<file path="src/rtl/mul_ctrl.sv">
// EX-stage sequencer for the multi-cycle multiplier: launch, wait, optional HI/LO accumulate, write strobe.
// Optional accumulate ops (MADD/MADDU/MSUB/MSUBU) are built only when MUL_CTRL_ACC_EN is defined.
module mul_ctrl #(
    parameter int WATCHDOG = 32
) (
    input  logic        clk,
    input  logic        rst,
    input  logic [2:0]  op_i,
    input  logic [31:0] rs_i,
    input  logic [31:0] rt_i,
    input  logic [63:0] hilo_i,
    input  logic        flush_i,
    output logic        stall_o,
    output logic        mul_signed_o,
    output logic [31:0] mul_op1_o,
    output logic [31:0] mul_op2_o,
    output logic        mul_start_o,
    output logic        mul_annul_o,
    input  logic [63:0] mul_result_i,
    input  logic        mul_ready_i,
    output logic [63:0] result_o,
    output logic        hilo_we_o,
    output logic        gpr_we_o,
    output logic        err_o
);

    // state  | meaning
    // IDLE   | waiting for a multiply op; launches in the same cycle it is seen
    // BUSY   | multiplier running, operands held stable from the latches
    // ACC    | one cycle: {HI,LO} +/- product
    // DONE   | one cycle: result_o valid, write strobe, op_i ignored
    typedef enum logic [1:0] {
        S_IDLE = 2'd0,
        S_BUSY = 2'd1,
        S_ACC  = 2'd2,
        S_DONE = 2'd3
    } state_t;

    localparam int WD_W = (WATCHDOG > 1) ? $clog2(WATCHDOG) : 1;
    localparam logic [WD_W-1:0] WD_LAST = (WATCHDOG > 0) ? WD_W'(WATCHDOG - 1) : '0;

    state_t            r_state;
    logic [31:0]       r_op1;
    logic [31:0]       r_op2;
    logic              r_signed;
    logic              r_gpr;
    logic [63:0]       r_result;
    logic [WD_W-1:0]   r_wdog;
`ifdef MUL_CTRL_ACC_EN
    logic              r_acc;
    logic              r_sub;
    logic [63:0]       r_hilo;
    logic [63:0]       r_prod;
    logic              w_acc;
    logic              w_sub;
`else
    logic              w_unused_hilo;
`endif

    logic w_op_valid;
    logic w_signed;
    logic w_gpr;
    logic w_launch;
    logic w_wd_hit;

    always_comb begin
        w_op_valid = 1'b0;
        w_signed   = 1'b0;
        w_gpr      = 1'b0;
`ifdef MUL_CTRL_ACC_EN
        w_acc      = 1'b0;
        w_sub      = 1'b0;
`endif
        case (op_i)
            3'b001: begin w_op_valid = 1'b1; w_signed = 1'b1; end
            3'b010: begin w_op_valid = 1'b1; end
`ifdef MUL_CTRL_ACC_EN
            3'b011: begin w_op_valid = 1'b1; w_signed = 1'b1; w_acc = 1'b1; end
            3'b100: begin w_op_valid = 1'b1; w_acc = 1'b1; end
            3'b101: begin w_op_valid = 1'b1; w_signed = 1'b1; w_acc = 1'b1; w_sub = 1'b1; end
            3'b110: begin w_op_valid = 1'b1; w_acc = 1'b1; w_sub = 1'b1; end
`endif
            3'b111: begin w_op_valid = 1'b1; w_signed = 1'b1; w_gpr = 1'b1; end
            default: ;
        endcase
    end

`ifndef MUL_CTRL_ACC_EN
    assign w_unused_hilo = ^hilo_i;
`endif

    assign w_launch = (r_state == S_IDLE) && w_op_valid && !flush_i;

    // A ready in the expiry cycle still wins; flush beats both.
    assign w_wd_hit = (WATCHDOG > 0) && (r_state == S_BUSY) && !flush_i
                      && !mul_ready_i && (r_wdog == WD_LAST);

    assign mul_op1_o    = w_launch ? rs_i : r_op1;
    assign mul_op2_o    = w_launch ? rt_i : r_op2;
    assign mul_signed_o = w_launch ? w_signed : r_signed;

    assign mul_start_o = !flush_i && (w_launch || ((r_state == S_BUSY) && !w_wd_hit));
    assign mul_annul_o = (flush_i && ((r_state == S_BUSY) || (r_state == S_ACC))) || w_wd_hit;
    assign stall_o     = w_launch
                         || ((r_state == S_BUSY) && !flush_i && !w_wd_hit)
                         || ((r_state == S_ACC) && !flush_i);

    assign hilo_we_o = (r_state == S_DONE) && !flush_i && !r_gpr;
    assign gpr_we_o  = (r_state == S_DONE) && !flush_i && r_gpr;
    assign err_o     = w_wd_hit;
    assign result_o  = r_result;

    always_ff @(posedge clk) begin
        if (rst) begin
            r_state  <= S_IDLE;
            r_op1    <= '0;
            r_op2    <= '0;
            r_signed <= 1'b0;
            r_gpr    <= 1'b0;
            r_result <= '0;
            r_wdog   <= '0;
`ifdef MUL_CTRL_ACC_EN
            r_acc    <= 1'b0;
            r_sub    <= 1'b0;
            r_hilo   <= '0;
            r_prod   <= '0;
`endif
        end else begin
            case (r_state)
                S_IDLE: begin
                    if (w_launch) begin
                        r_op1    <= rs_i;
                        r_op2    <= rt_i;
                        r_signed <= w_signed;
                        r_gpr    <= w_gpr;
                        r_wdog   <= '0;
`ifdef MUL_CTRL_ACC_EN
                        r_acc    <= w_acc;
                        r_sub    <= w_sub;
                        r_hilo   <= hilo_i;
`endif
                        r_state  <= S_BUSY;
                    end
                end
                S_BUSY: begin
                    if (flush_i) begin
                        r_state <= S_IDLE;
                    end else if (mul_ready_i) begin
`ifdef MUL_CTRL_ACC_EN
                        r_prod <= mul_result_i;
                        if (r_acc) begin
                            r_state <= S_ACC;
                        end else begin
                            r_result <= mul_result_i;
                            r_state  <= S_DONE;
                        end
`else
                        r_result <= mul_result_i;
                        r_state  <= S_DONE;
`endif
                    end else if (w_wd_hit) begin
                        r_state <= S_IDLE;
                    end else begin
                        r_wdog <= r_wdog + 1'b1;
                    end
                end
`ifdef MUL_CTRL_ACC_EN
                S_ACC: begin
                    if (flush_i) begin
                        r_state <= S_IDLE;
                    end else begin
                        r_result <= r_sub ? (r_hilo - r_prod) : (r_hilo + r_prod);
                        r_state  <= S_DONE;
                    end
                end
`endif
                S_DONE: begin
                    r_state <= S_IDLE;
                end
                default: begin
                    r_state <= S_IDLE;
                end
            endcase
        end
    end

endmodule
</file>
<file path="config.mk">
export PLATFORM = sky130hd
export DESIGN_NAME = mul_ctrl
export DESIGN_NICKNAME = d
export VERILOG_FILES = /design/src/rtl/mul_ctrl.sv
export SDC_FILE = /design/constraint.sdc
export NUM_CORES = 1
export LEC_CHECK = 0
export CAP_MARGIN = 25
export CORE_MARGIN = 4
export CORE_UTILIZATION = 30
export DETAILED_ROUTE_END_ITERATION = 16
export HOLD_SLACK_MARGIN = 0.12
export PLACE_DENSITY = 0.75
export SETUP_SLACK_MARGIN = 0.02
export SYNTH_ARGS = -nofsm -noshare
export SYNTH_HDL_FRONTEND = slang
export SYNTH_SLANG_ARGS = --single-unit
</file>
<file path="constraint.sdc">
create_clock -name clk -period 2.3 [get_ports clk]
set_input_delay 0.23 -clock clk [delete_from_list [all_inputs] [get_ports clk]]
set_output_delay 0.23 -clock clk [all_outputs]
set_load 0.02 [all_outputs]
</file>
==> results of run 1 <==
==> critical path: cells and delay by family, from the launching register on <==
family / cells / cell delay, ns
DFF: 1 / 0.33
muxes: 1 / 0.31
adders and majority gates: 1 / 0.13
buffers and inverters: 6 / 0.63
AOI/OAI and AO/OA: 1 / 0.45
==> timing repair <==
item	in CTS	in global routing
pin swaps	0	0
buffers inserted	5	3
gates resized for setup	332	67
hold buffers	0	0
gates cloned	1	4
endpoints found under the setup margin	68	68
==> metrics by stage <==
| step | TNS, ns | total power, W | area [sq um] |
|---|---|---|---|
| 6_report | -6.31 | 0.00724 | 9320 |
| 5_1_grt | -11.61 | 0.00758 | 9320 |
| 4_1_cts | -6.50 | 0.00724 | 9130 |
| 3_5_place_dp | -30.79 | 0.00421 | 8430 |
| 3_3_place_gp | -27.90 | 0.00419 | 8430 |
| 2_1_floorplan | 0 | 0.00342 | 5430 |
==> per-layer routing <==
| layer | global-route usage, % | wire length, um |
|---|---|---|
| met5 | 0 | 0 |
| met3 | 4.47 | 1050 |
| met4 | 6.75 | 350 |
| met2 | 25.7 | 8200 |
| met1 | 19.4 | 7290 |
==> cell families (layout without fill, tap and decap cells) <==
kind of cell	count (synthesis)	in the layout	synth area share, %
simple gates	220	220	19.3
flops	137	137	50.5
compound gates	91	91	9.13
mux	64	64	15.6
buf+inv	45	343	3.76
fa+ha+maj	6	6	1.38
xor+xnor	2	2	0.323
==> cell usage after synthesis, types with 2 or more instances <==
master,instances
a21o_1,2
and2_1,65
nand4_1,3
mux2_2,31
dfxtp_1,137
buf_1,4
nor2_1,7
mux2_4,33
inv_1,7
and3_1,2
o311ai_0,2
o311a_1,2
xnor2_1,2
nand2_1,130
o21ai_0,7
ha_1,6
buf_6,4
a21oi_1,73
nand3_1,3
clkbuf_1,28
==> state kept, by name, indices dropped and copies added (netlist names) <==
register / flops
r_state: 2
r_gpr: 1
r_wdog: 5
r_op1: 32
r_signed: 1
r_op2: 32
result_o: 64
==> area by class of cell <==
| cell class | instances | area, sq um |
|---|---|---|
| well taps | 225 | 282 |
| repair buffers | 304 | 3110 |
| fillers | 1595 | 8220 |
| clock buffers | 17 | 425 |
| flip-flops and latches | 137 | 2750 |
| clock inverters | 15 | 210 |
| multi-input cells | 383 | 2520 |
| inverters | 7 | 26.3 |
==> power breakdown <==
group / internal, W / leakage, nW / switching, W / total [W]
clock: 0.00184 / 0.306 / 0.00111 / 0.00295
combinational: 0.000956 / 2.42 / 0.000786 / 0.00174
sequential: 0.00251 / 1.11 / 0.0000455 / 0.00255
==> path summary, 6_finish.rpt <==
path | from | cells past startpoint | end
max | r_state[1] | 9 | mul_op1_o[1]
min | rst | 3 | r_state[0]
max reg2reg | r_state[1] | 10 | r_op1[1]
min reg2reg | result_o[25] | 2 | result_o[25]
==> run_results.csv, run 1 <==
group,metric,value,unit
route,wirelength,16900,um
synth,synthCells,565,
timing,finalSetupViolations,65,
synth,synth.net_count,770,
worst_setup_path,critPathArrivalTime,2.27,ns
worst_setup_path,path_cells,"inv_2 > ha_4 > inv_2 > a2111o_2 > buf_6 > buf_12 > buf_12 > mux2_4 > buf_6",
worst_setup_path,crit_path_top_delay_cell,"a2111o_2",
worst_setup_path,end_kind,"output port",
worst_setup_path,critPathRequiredTime,2.07,ns
clocking,cts_buffers,17,
clocking,h-tree-depth,4,
status,status,"finished with violations",
route,dr_total_vias,4864,
synth,yosys-top-cells-area,"dfxtp_1, mux2_4, nand2_1",
die,coreArea,17500,sq um
route,remaining_drc_errors,0,
route,drt-initial-drc-count,245,
global_routing,antenna_found_initial,0,
final_layout,drive_above_1_share,24.7,%
worst_setup_path,start_kind,"register",
synth,synthArstFlopShare,0,%
status,violations,"setup timing",
global_routing,grt_max_degree,73,
synth,ys_types,37,
die,rows,48,
timing,worstMarginPinSlew,0.768,ns
global_routing,grtUsageTotal,15.7,%
die,dieArea,20300,sq um
clocking,cts.sinks,137,
synth,synth_area_per_cell,9.60,sq um
pwr,p_leak,3.84,nW
global_routing,grt_pass1_wl,25300,um
clocking,clk_pin_slew,0.06,ns
route,wl_per_cell,15.5,um
timing,fmax,401,MHz
timing,worst_hold_slack,0.314,ns
final_layout,final_common_cell,"clkdlybuf4s50_1",
synth,synth-edff-count,0,
synth,synth_top_cell_by_area,"dfxtp_1",
clocking,insertion_delay,0.41,ns
job,cap_viol_max_count,0,
synth,synth_area,5430,sq um
pwr,power_density,777,nW/um^2
timing,relSlewSlack,48.8,%
worst_hold_path,hold_class,"in2reg",
synth,yosysSeqAreaShare,50.5,%
timing,period_needed,2.50,ns
die,die_x,142,um
pwr,ir_worst_vdd,481,uV
synth,ys_ff_latch,137,
place,port_buffers,269,
timing,layout_setup_ws,-0.196,ns
final_layout,post_layout_nonfiller_instances,1088,
place,hpwl,11800,um
timing,min_period_over_period,109,%
clocking,cts_tree,"yes",
final_layout,antennaDiodeCount,0,
route,avgViaCountPerCell,4.47,
synth,synth_top_area_share,50.5,%
die,fp.dieH,142,um
route,antenna_left,0,
clocking,root_buffer,"clkbuf_16",
die,num_io_pins,334,
place,dp_slack,-0.510,ns
final_layout,syn2layout_area_growth,71.8,%
place,placed_cells_incl_taps,1043,
timing,finClkSkew,0.0113,ns
final_layout,fin_nets,1055,
timing,rsz0062_at_grt,"true",
synth,ys.flop_type,"dfxtp_1",
timing,finalMaxSlewViolations,0,
timing,hold_viol_final,0,
synth,yosysWarnings,0,
global_routing,grt_pass1_vias,4702,
final_layout,finish.utilization,53.1,%
global_routing,grt-ovfl-total,0,
die,start_util,30.9,%
worst_setup_path,criticalPathCategory,"reg2out",
final_layout,layout_common_cells,"clkdlybuf4s50_1, dfxtp_1, nand2_1",
clocking,cts_max_path_buffers,2,
worst_setup_path,ff2ff_setup_slack,0.21,ns
worst_setup_path,cp_slowest_stage_delay,0.45,ns
worst_setup_path,critPathMaxFanout,8,
route,dr.pass1.iters,4,
place,place_congestion,0.768,
No activity file was read; power rests on OpenSTA's default activity.
==> run 2, diff against run 1 <==
clock period = 2.9 ns   (was 2.3 ns; I/O delays follow)
==> run_results.csv, run 2 (same netlist as run 1, synthesis figures left out) <==
group,metric,value,unit
clocking,cts_tree,"yes",
route,wirelength,15900,um
pwr,power_density,592,nW/um^2
worst_setup_path,start_kind,"register",
global_routing,grt_pass1_wl,24500,um
global_routing,grt_pass1_vias,4732,
worst_setup_path,reg2regPathDepth,8,
route,drt-initial-drc-count,197,
clocking,cts_buffers,17,
route,dr.pass1.iters,4,
clocking,h-tree-depth,4,
place,port_buffers,269,
timing,fmax,365,MHz
pwr,ir_worst_vdd,393,uV
route,remaining_drc_errors,0,
worst_setup_path,path_cells,"ha_1 > and3_1 > ha_1 > and3_1 > o21ai_0 > clkdlybuf4s50_1",
route,avgViaCountPerCell,4.43,
worst_hold_path,hold_class,"in2reg",
route,dr_total_vias,4737,
worst_setup_path,critPathRequiredTime,2.61,ns
worst_setup_path,critPathArrivalTime,2.45,ns
timing,finClkSkew,0.0118,ns
worst_setup_path,end_kind,"output port",
job,cap_viol_max_count,0,
pwr,p_leak,3.70,nW
global_routing,grt-ovfl-total,0,
clocking,hold_buffers,0,
global_routing,grtUsageTotal,15.2,%
final_layout,drive_above_1_share,14.0,%
die,coreArea,17500,sq um
clocking,cts.sinks,137,
status,status,"finished, final reports clean",
worst_setup_path,criticalPathCategory,"reg2out",
final_layout,finish.utilization,50.5,%
timing,rsz0062_at_grt,"false",
final_layout,final_common_cell,"clkdlybuf4s50_1",
place,hpwl,11500,um
timing,finalSetupViolations,0,
timing,relSlewSlack,56.1,%
die,fp.dieH,142,um
timing,period_needed,2.74,ns
timing,hold_viol_final,0,
clocking,root_buffer,"clkbuf_16",
final_layout,largest_reg_flops,64,
global_routing,grt_max_degree,67,
die,die_x,142,um
route,wl_per_cell,14.8,um
timing,finalMaxSlewViolations,0,
worst_setup_path,critPathMaxFanout,4,
clocking,cts_max_path_buffers,2,
timing,worst_hold_slack,0.300,ns
worst_setup_path,crit_path_top_delay_cell,"clkdlybuf4s50_1",
clocking,post_cts_buffers,0,
die,start_util,30.9,%
place,place_congestion,0.766,
final_layout,layout_common_cells,"clkdlybuf4s50_1, dfxtp_1, nand2_1",
clocking,insertion_delay,0.42,ns
final_layout,syn2layout_area_growth,63.3,%
final_layout,fin_nets,1036,
timing,worstMarginPinSlew,0.658,ns
worst_hold_path,hold_depth,2,
timing,min_period_over_period,94.6,%
die,rows,48,
die,dieArea,20300,sq um
die,num_io_pins,334,
global_routing,antenna_found_initial,1,
route,antenna_left,0,
worst_setup_path,cp_slowest_stage_delay,0.67,ns
clocking,clk_pin_slew,0.06,ns
==> run 2: metal layers <==
metal,routed length [um],vias to the layer above,GRT usage [%]
met3,1070,21,5.17
met1,6490,2163,17.7
met5,0,-,0
met2,7940,156,25.7
li1,-,2397,-
met4,372,0,6.05
==> run 2: worst paths after layout <==
| check | from | slack (ns) | to |
|---|---|---|---|
| setup / recovery | r_wdog[0] | 0.16 | mul_start_o |
| hold / removal | rst | 0.30 | r_gpr |
| setup reg to reg | r_wdog[0] | 0.84 | r_wdog[0] |
| hold reg to reg | result_o[6] | 0.45 | result_o[6] |
==> run 2: critical path, delay by kind of cell, from the launching register on <==
kind / cells / cell delay, ns
buffers and inverters: 1 / 0.67
adder cells (fa/ha/maj): 2 / 0.43
AND/OR/NAND/NOR: 2 / 0.43
flip-flops: 1 / 0.33
AO/OA/AOI/OAI: 1 / 0.18
==> run 2: per-stage QoR <==
stage | setup slack [ns] | instance area [sq um] | total power (W) | TNS (ns) | std cells
final | 0.157 | 8860 | 0.00524 | 0 | 1070
after global routing | 0.0355 | 8860 | 0.00551 | 0 | 1070
after CTS | 0.0905 | 8860 | 0.00533 | 0 | 1069
after detailed placement | -0.00655 | 8370 | 0.00332 | -0.00655 | 1037
after global placement | 0.0117 | 8370 | 0.00330 | 0 | 1037
after floorplan | 0.820 | 5430 | 0.00272 | 0 | 565
==> run 2: final cells by class <==
type	instances	area, sq um
repair buffers	285	2750
well taps	225	282
clock inverters	15	140
clock buffers	17	425
inverters	7	26.3
multi-input cells	383	2490
diodes	1	2.50
flip-flops and latches	137	2740
fillers	1656	8680
==> run 2: power breakdown <==
group | internal, W | switching [W] | total (W)
logic | 0.000592 | 0.000564 | 0.00116
registers | 0.00199 | 0.0000362 | 0.00202
clock network | 0.00119 | 0.000871 | 0.00206
==> run 2: what timing repair did <==
| action | 4_1_cts | 5_1_grt |
|---|---|---|
| pin swaps | 0 | 0 |
| endpoints found under the setup margin | 65 | 41 |
| gates resized for setup | 65 | 1 |
